## src/rtl/write_back_pkg.sv

```systemverilog
// Shared types and constants for the writeback arbiter: the architectural
// register type, the writeback source-select codes, the buffered ALU entry
// layout, the writeback FIFO depth and the ALU result-resolution helper.
package write_back_pkg;

    localparam int ARCH_W        = 32;
    localparam int REG_ADDR_W    = 5;
    localparam int WB_FIFO_DEPTH = 2;

    typedef logic [ARCH_W-1:0] arch_reg;

    typedef enum logic [1:0] {
        WRITE_BACK_SEL_ALU = 2'd0,
        WRITE_BACK_SEL_MEM = 2'd1,
        WRITE_BACK_SEL_PC  = 2'd2
    } write_back_select_t;

    typedef struct packed {
        logic [REG_ADDR_W-1:0] rd;
        arch_reg               data;
    } wb_entry_t;

    localparam int WB_ENTRY_W = $bits(wb_entry_t);

    // Link writes (PC select) store the return address; every other code,
    // including unused ones, stores the ALU result unchanged.
    function automatic arch_reg resolve_alu_data(input write_back_select_t sel,
                                                 input arch_reg            data,
                                                 input arch_reg            pc);
        arch_reg res;
        if (sel == WRITE_BACK_SEL_PC) res = pc + arch_reg'(4);
        else                          res = data;
        return res;
    endfunction

endpackage

```

## src/rtl/wb_fifo.sv

```systemverilog
// Small synchronous FIFO holding accepted ALU writeback entries.
// Pointers wrap modulo DEPTH; storage is not reset, only control state.
module wb_fifo
    import write_back_pkg::*;
#(
    parameter int WIDTH = WB_ENTRY_W,
    parameter int DEPTH = WB_FIFO_DEPTH
) (
    input  logic             clk,
    input  logic             rst_n,
    input  logic             push,
    input  logic [WIDTH-1:0] push_data,
    input  logic             pop,
    output logic [WIDTH-1:0] pop_data,
    output logic             full,
    output logic             empty
);

    localparam int PTR_W = (DEPTH > 1) ? $clog2(DEPTH) : 1;
    localparam int CNT_W = $clog2(DEPTH + 1);

    logic [WIDTH-1:0] mem_q [DEPTH];
    logic [WIDTH-1:0] mem_d [DEPTH];
    logic [PTR_W-1:0] wr_ptr_q, wr_ptr_d;
    logic [PTR_W-1:0] rd_ptr_q, rd_ptr_d;
    logic [CNT_W-1:0] count_q, count_d;

    function automatic logic [PTR_W-1:0] ptr_next(input logic [PTR_W-1:0] p);
        return (p == PTR_W'(DEPTH - 1)) ? '0 : p + 1'b1;
    endfunction

    // Next-state for storage, pointers and occupancy count.
    always_comb begin
        mem_d    = mem_q;
        wr_ptr_d = wr_ptr_q;
        rd_ptr_d = rd_ptr_q;
        count_d  = count_q;
        if (push) begin
            mem_d[wr_ptr_q] = push_data;
            wr_ptr_d        = ptr_next(wr_ptr_q);
        end
        if (pop) begin
            rd_ptr_d = ptr_next(rd_ptr_q);
        end
        case ({push, pop})
            2'b10:   count_d = count_q + 1'b1;
            2'b01:   count_d = count_q - 1'b1;
            default: count_d = count_q;
        endcase
    end

    // Control state: cleared asynchronously, which also discards any entries.
    always_ff @(posedge clk or negedge rst_n) begin
        if (!rst_n) begin
            wr_ptr_q <= '0;
            rd_ptr_q <= '0;
            count_q  <= '0;
        end else begin
            wr_ptr_q <= wr_ptr_d;
            rd_ptr_q <= rd_ptr_d;
            count_q  <= count_d;
        end
    end

    // Entry storage: contents are only meaningful while counted.
    always_ff @(posedge clk) begin
        mem_q <= mem_d;
    end

    assign pop_data = mem_q[rd_ptr_q];
    assign full     = (count_q == CNT_W'(DEPTH));
    assign empty    = (count_q == '0);

endmodule

```

## src/rtl/wb_arbiter.sv

```systemverilog
// Writeback arbiter: merges ALU results (buffered, back-pressurable) and load
// responses (never stalled, absolute priority) onto one registered
// register-file write port. Writes to x0 are consumed but never asserted.
// Optional feature: define WB_STALL_CNT_EN to add the stall_cnt output, a
// saturating count of cycles in which the ALU request was back-pressured.
module wb_arbiter
    import write_back_pkg::*;
(
    input  logic                  clk,
    input  logic                  rst_n,
    input  logic                  alu_valid,
    output logic                  alu_ready,
    input  logic [REG_ADDR_W-1:0] alu_rd,
    input  logic [ARCH_W-1:0]     alu_data,
    input  logic [ARCH_W-1:0]     alu_pc,
    input  write_back_select_t    alu_sel,
    input  logic                  mem_valid,
    input  logic [REG_ADDR_W-1:0] mem_rd,
    input  logic [ARCH_W-1:0]     mem_data,
    output logic                  rf_we,
    output logic [REG_ADDR_W-1:0] rf_rd,
    output logic [ARCH_W-1:0]     rf_wdata,
`ifdef WB_STALL_CNT_EN
    output logic                  busy,
    output logic [31:0]           stall_cnt
`else
    output logic                  busy
`endif
);

    logic                  alu_accept;
    wb_entry_t             alu_entry;
    wb_entry_t             fifo_head;
    logic                  fifo_push, fifo_pop, fifo_full, fifo_empty;
    logic                  wr_valid;
    wb_entry_t             wr_entry;
    logic                  rf_we_q, rf_we_d;
    logic [REG_ADDR_W-1:0] rf_rd_q, rf_rd_d;
    logic [ARCH_W-1:0]     rf_wdata_q, rf_wdata_d;

    assign alu_ready       = !fifo_full;
    assign alu_accept      = alu_valid && alu_ready;
    assign alu_entry.rd    = alu_rd;
    assign alu_entry.data  = resolve_alu_data(alu_sel, alu_data, alu_pc);

    wb_fifo #(
        .WIDTH (WB_ENTRY_W),
        .DEPTH (WB_FIFO_DEPTH)
    ) u_fifo (
        .clk       (clk),
        .rst_n     (rst_n),
        .push      (fifo_push),
        .push_data (alu_entry),
        .pop       (fifo_pop),
        .pop_data  (fifo_head),
        .full      (fifo_full),
        .empty     (fifo_empty)
    );

    // Pick this cycle's write: load first, then FIFO head, then a fresh ALU
    // request straight through when nothing is queued ahead of it.
    always_comb begin
        wr_valid   = 1'b0;
        wr_entry   = '0;
        fifo_push  = 1'b0;
        fifo_pop   = 1'b0;
        if (mem_valid) begin
            wr_valid      = 1'b1;
            wr_entry.rd   = mem_rd;
            wr_entry.data = mem_data;
            fifo_push     = alu_accept;
        end else if (!fifo_empty) begin
            wr_valid  = 1'b1;
            wr_entry  = fifo_head;
            fifo_pop  = 1'b1;
            fifo_push = alu_accept;
        end else if (alu_accept) begin
            wr_valid = 1'b1;
            wr_entry = alu_entry;
        end
        rf_we_d    = wr_valid && (wr_entry.rd != '0);
        rf_rd_d    = wr_valid ? wr_entry.rd   : rf_rd_q;
        rf_wdata_d = wr_valid ? wr_entry.data : rf_wdata_q;
    end

    // Registered register-file write port.
    always_ff @(posedge clk or negedge rst_n) begin
        if (!rst_n) begin
            rf_we_q    <= 1'b0;
            rf_rd_q    <= '0;
            rf_wdata_q <= '0;
        end else begin
            rf_we_q    <= rf_we_d;
            rf_rd_q    <= rf_rd_d;
            rf_wdata_q <= rf_wdata_d;
        end
    end

    assign rf_we    = rf_we_q;
    assign rf_rd    = rf_rd_q;
    assign rf_wdata = rf_wdata_q;
    assign busy     = !fifo_empty || rf_we_q;

`ifdef WB_STALL_CNT_EN
    logic [31:0] stall_cnt_q, stall_cnt_d;

    // Count back-pressured ALU cycles, sticking at all-ones.
    always_comb begin
        stall_cnt_d = stall_cnt_q;
        if (alu_valid && !alu_ready && (stall_cnt_q != 32'hFFFF_FFFF))
            stall_cnt_d = stall_cnt_q + 32'd1;
    end

    // Stall counter register.
    always_ff @(posedge clk or negedge rst_n) begin
        if (!rst_n) stall_cnt_q <= '0;
        else        stall_cnt_q <= stall_cnt_d;
    end

    assign stall_cnt = stall_cnt_q;
`endif

endmodule

```

## config.mk

```make
export PLATFORM = sky130hd
export DESIGN_NAME = wb_arbiter
export DESIGN_NICKNAME = d
export VERILOG_FILES = /design/src/rtl/write_back_pkg.sv /design/src/rtl/wb_fifo.sv /design/src/rtl/wb_arbiter.sv
export SDC_FILE = /design/constraint.sdc
export NUM_CORES = 1
export LEC_CHECK = 0
export CAP_MARGIN = 15
export CORE_MARGIN = 2
export CORE_UTILIZATION = 45
export DETAILED_ROUTE_END_ITERATION = 12
export PLACE_DENSITY_LB_ADDON = 0.15
export SKIP_CTS_REPAIR_TIMING = 1
export SYNTH_ARGS = -nofsm -noshare
export SYNTH_HDL_FRONTEND = slang
export SYNTH_SLANG_ARGS = --single-unit
```

## constraint.sdc

```tcl
create_clock -name clk -period 3.6 [get_ports clk]
set_clock_uncertainty 0.2 [all_clocks]
set_input_delay 0.9 -clock clk [delete_from_list [all_inputs] [get_ports clk]]
set_output_delay 0.9 -clock clk [all_outputs]
set_load 0.01 [all_outputs]
```

### Yosys cells after proc, flatten, opt, wreduce, memory -nomap -nowiden

Cells that the tools add are included.

| word-level totals | value |
|---|---|
| bits in registers | 116 |

| cells by class | value |
|---|---|
| muxes and demuxes | 20 |
| add/subtract/negate cells | 5 |
| $lt $le $gt $ge | 3 |
| bitwise gates (word level) | 2 |
| equal/unequal tests | 4 |
| reductions and logical operators | 9 |

Operators by type and width:

| kind | count |
|---|---|
| two-way mux 37 bit | 7 |
| bitwise mux 74 bit | 1 |
| demux 37 bit (select 1 bit) | 1 |
| adder 32 x 3 -> 32 bit, second input constant | 1 |
| two-way mux 32 bit | 1 |
| two-way mux 1 bit | 9 |
| == test 2 bit, second input constant | 3 |
| nonzero test 5 bit | 1 |
| >= comparator 2 bit, second input constant | 2 |
| NOT 1 -> 2 bit | 2 |
| case mux 2 bit (2 select lines) | 1 |
| logical AND 1 bit | 3 |
| adder 1 bit, second input constant | 2 |
| adder 2 x 1 -> 2 bit, second input constant | 1 |
| == test 2 x 1 -> 1 bit, second input constant | 1 |
| zero test 1 bit | 2 |
| zero test 2 bit | 1 |
| less-than comparator 2 x 1 -> 1 bit, second input constant | 1 |
| nonzero test 2 bit | 1 |
| subtractor 2 x 1 -> 2 bit, second input constant | 1 |
| logical OR 1 bit | 1 |

### Longest topological paths before layout

| logic depth | value |
|---|---|
| word-level depth | 8 |
| mapped depth | 10 |
| gate-level depth less buffers | 7 |

### By module

Synthesis repeated with hierarchy kept, for this count alone.

| second synthesis, totals | value |
|---|---|
| cell total of the unflattened synthesis | 569 |
| area total of the unflattened synthesis | 6248.5 sq um |

Modules (own cells, without submodules):

| module | area an instance (sq um) | seq. area each (sq um) | cells an instance | instances |
|---|---|---|---|---|
| wb_arbiter | 3311.9 | 950.9 | 438 | 1 |
| wb_fifo | 2936.6 | 2322.2 | 131 | 1 |

### Least setup slack after synthesis

No wires, ideal clock.

| timing | value |
|---|---|
| path kind | input to register |
| start point | input port alu_valid |
| end point | register u_fifo.mem_q[0] (netlist name) (enable) |
| path buffers | 2 |
| data arrival time | 3.245 ns |
| required time | 2.969 ns |
| setup slack | -0.277 ns |
| library setup time | 0.431 ns |
| stages | 4 |
| path through | clkbuf_1 -> clkbuf_1 -> nand3_1 -> nor2_1 |

| on the way | value |
|---|---|
| longest elaborated chain between the ends | 3 |

RTL lines:

| item | line | source |
|---|---|---|
| from (decl) | wb_arbiter.sv:11 | `input logic alu_valid,` |
| logical AND 1 bit * | wb_arbiter.sv:42 | `assign alu_accept = alu_valid && alu_ready;` |
| two-way mux 1 bit | wb_arbiter.sv:72 | `end else if (!fifo_empty) begin` |
| two-way mux 1 bit * | wb_arbiter.sv:67 | `if (mem_valid) begin` |
| to (signal assigned) | wb_fifo.sv:67 | `mem_q <= mem_d;` |
| to (decl) | wb_fifo.sv:22 | `logic [WIDTH-1:0] mem_q [DEPTH];` |

Every way passes the cells marked *; elsewhere a longest branch is shown, timed or not.
A chain may end at the register's enable or synchronous reset.

### Worst setup path in the final report

| timing | value |
|---|---|
| start point | input port alu_pc[5] |
| end point | register rf_wdata_q[23], in the netlist rf_wdata[23] |

| on the way | value |
|---|---|
| longest elaborated chain between the ends | 5 |

RTL lines:

| item | line | source |
|---|---|---|
| from (decl) | wb_arbiter.sv:15 | `input logic [ARCH_W-1:0] alu_pc,` |
| adder 32 x 3 -> 32 bit | write_back_pkg.sv:31 | `if (sel == WRITE_BACK_SEL_PC) res = pc + arch_reg'(4);` |
| two-way mux 32 bit | write_back_pkg.sv:31 |  |
| two-way mux 37 bit | wb_arbiter.sv:77 | `end else if (alu_accept) begin` |
| two-way mux 37 bit | wb_arbiter.sv:72 |  |
| two-way mux 37 bit | wb_arbiter.sv:67 |  |
| to (signal assigned) | wb_arbiter.sv:95 | `rf_wdata_q <= rf_wdata_d;` |
| to (decl) | wb_arbiter.sv:39 | `logic [ARCH_W-1:0] rf_wdata_q, rf_wdata_d;` |

No other way between the ends.

==> metrics.csv <==
stage,metric,value,unit
power_and_ir_drop,peakVddDrop,0.000376,V
layout,multi_input_area,2520,sq um
sta,min_period,3.10,ns
placed_design,io_buffers,151,
layout,drive_above_1_share,10.9,%
route,detail-route-antenna-nets,0,
synth,synth_top_area_share,37.3,%
worst_hold_path,hold-path-endpoint,rf_rd[2],
sta,slew_viol_final,0,
power_and_ir_drop,combPwrFrac,32.1,%
global_routing,grt_max_degree,35,
worst_setup_path,r2r_cells,5,
floorplanning,rows,42,
cts,cts_root_buf,clkbuf_16,
placed_design,routabilityCongestion,0.980,
worst_setup_path,cp_slowest_cell,or4_4,
cts,cts.sinks,116,
cts,clock_latency,0.42,ns
synth,synth-seq-cells,116,
placed_design,dpl.hpwl,12500,um
route,dr.pass1.iters,5,
worst_setup_path,r2r-start,u_fifo.count_q[0],
route,via_per_inst,5.76,
synth,synth_nets,660,
power_and_ir_drop,pwr-share-seq,36.7,%
layout,diodes,0,
floorplanning,core_area,13100,sq um
floorplanning,io_pins,152,
worst_setup_path,rrSetupSlack,0.88,ns
power_and_ir_drop,finalPower,5.70,mW
worst_setup_path,cp_cell_sequence,clkdlybuf4s50_1 > nand4_4 > or4_4 > or4b_4 > a41oi_2 > o22a_1,
global_routing,grt_use_total,25.7,%
global_routing,grt_pass1_wl,28000,um
power_and_ir_drop,p_sw_share,31.0,%
synth,synth_area_leaders,"edfxtp_1 37%, dfrtp_1 18%, mux2i_1 5.7%",
sta,final.period_utilization,86.1,%
cts,clkTransAtPathRegs,0.05,ns
synth,netlist_area,5950,sq um
worst_setup_path,reg2reg_to,rf_wdata[30],
synth,synth_most_common_cell,edfxtp_1,
run,maxCapViolCount,0,
synth,synth_edf_count,74,
layout,fin_nets,824,
cts,cts_tree,yes,
power_and_ir_drop,p_switching,1.77,mW
worst_setup_path,critPathMaxStageDelay,0.63,ns
synth,synth-async-reset-ratio,36.2,%
sta,fmaxAchievable,0.323,GHz
route,dr.first_iter.drc_count,289,
cts,cts_buffers,17,
worst_setup_path,path_max_fanout,14,
layout,fin_area,8430,sq um
global_routing,grt_antenna_before_repair,0,
global_routing,grt_pass1_vias,5345,
sta,whs,0.272,ns
power_and_ir_drop,p_leak,3.15,nW
synth,syn_avg_cell_area,10.9,sq um
sta,rsz0062_at_grt,no,
power_and_ir_drop,p_per_area,676,nW/um^2
synth,ys_seq_area_share,55.0,%
synth,ys_types,56,
floorplanning,chipWidth,119,um
worst_setup_path,crit_type,primary input to flip-flop,
worst_setup_path,required,3.74,ns
worst_hold_path,worstHoldStart,rf_rd[2],
worst_setup_path,worstPathArrival,3.24,ns
cts,h-tree-depth,4,
cts,cts_max_path_buffers,2,
floorplanning,chipHeight,119,um
layout,final_core_util,64.4,%
synth,synthCells,546,
worst_setup_path,critPathLaunchType,primary input,
sta,finalHoldViolCount,0,
power_and_ir_drop,power_frac_clock,31.2,%
route,wire_per_inst,19.8,um
worst_setup_path,cp_top_family,simple AND/OR/NAND/NOR gates,
floorplanning,start_util,45.5,%
synth,yosys.area.top_type,edfxtp_1,
route,wirelength,17800,um
layout,fillers,1041,
sta,tightest_slew,1.19,ns
route,vias,5175,
floorplanning,dieArea,14200,sq um
worst_hold_path,hold_path_class,flip-flop to flip-flop,
synth,synth_common_cells,"74 x edfxtp_1, 63 x nand2_1, 42 x dfrtp_1",
sta,setup_violations,0,
global_routing,grt_overflow_total,0,
placed_design,placed_area,7800,sq um
synth,ys_warn_count,0,
worst_setup_path,path_buf_inv,1,
route,drc,0,
power_and_ir_drop,p_int,3.93,mW
layout,seqCellArea,3270,sq um
synth,synth_ff_type,edfxtp_1,
sta,max_slew_margin,20.5,%
worst_hold_path,holdPathStages,1,
layout,areaGrowthSynthToFinish,41.6,%
worst_setup_path,cp-end-kind,flip-flop,
run_status,outcome,completed,
[cells in the final DEF, fill, tap and decap left out, types with 7 or more instances in the layout]
master           count
o31a_1              11
buf_4               26
nor3_1              10
xnor2_1             10
a21oi_1             24
clkbuf_16           17
inv_1               11
o22a_1              15
nor2_1              37
mux2_2               7
clkdlybuf4s50_1    150
nand4_1              9
mux2i_1             34
nand3_1             17
or4_1                9
nand2_1             63
o22ai_1             14
o211ai_1             7
dfrtp_1             41
edfxtp_1            74
or3_1                7
o21ai_0             30
[worst max-delay path by stage]
stage / start / endpoint / cells past startpoint
finish: alu_pc[5] / rf_wdata[23] / 6
global route: alu_pc[6] / u_fifo.mem_q[66] / 6
CTS: alu_pc[5] / rf_wdata[23] / 6
detailed placement: alu_pc[5] / rf_wdata[23] / 6
global placement: alu_pc[5] / rf_wdata[23] / 6
floorplan: alu_valid / u_fifo.mem_q[0] / 4
[power groups by stage]
stage / sequential [mW] / combinational, mW / clock, mW
2_1_floorplan: 2.09 / 0.946 / 0
3_3_place_gp: 2.09 / 1.78 / 0
3_5_place_dp: 2.11 / 1.82 / 0
4_1_cts: 2.09 / 1.83 / 1.80
5_1_grt: 2.13 / 1.96 / 1.86
6_report: 2.09 / 1.83 / 1.78
[layer usage]
| metal | part of all wire [%] | up-vias | GRT usage [%] | wire length (um) |
|---|---|---|---|---|
| met3 | 6.5 | 34 | 6.27 | 1150 |
| li1 | - | 2432 | - | - |
| met5 | 0 | - | 0 | 0 |
| met2 | 48 | 203 | 42.4 | 8540 |
| met4 | 3.1 | 0 | 11.2 | 545 |
| met1 | 42 | 2506 | 32.3 | 7530 |
[state kept, by name, indices dropped and copies added, names as in the netlist]
signal           count
u_fifo.mem_q        74
rf_rd                5
u_fifo.count_q       2
u_fifo.wr_ptr_q      1
rf_wdata            32
rf_we                1
u_fifo.rd_ptr_q      1
[stage by stage]
stage,setup slack [ns],std cells,setup TNS [ns]
2_1_floorplan,-0.277,546,-20.46
3_3_place_gp,0.175,867,0
3_5_place_dp,0.125,867,0
4_1_cts,0.543,899,0
5_1_grt,0.402,899,0
6_report,0.501,899,0
[logic make-up (layout without fill, tap and decap cells)]
family / Yosys count / count (layout) / synth area share [%]
adders and majority gates: 2 / 2 / 0.420
buffers and inverters: 46 / 223 / 3.05
and+or+nand+nor: 178 / 178 / 14.8
xor gates and xnor gates: 15 / 15 / 2.21
muxes: 41 / 41 / 7.04
DFF: 116 / 116 / 55.0
AOI/OAI and AO/OA: 148 / 148 / 17.5
[final cells by class]
class / count / area share, %
Timing Repair Buffer: 179 / 20.7
Clock buffer: 17 / 5.05
Clock inverter: 15 / 2.42
Inverter: 12 / 0.535
Multi-Input combinational cell: 384 / 29.9
Tap cell: 176 / 2.61
Sequential cell: 116 / 38.9
(Power assumes the default switching activity.)
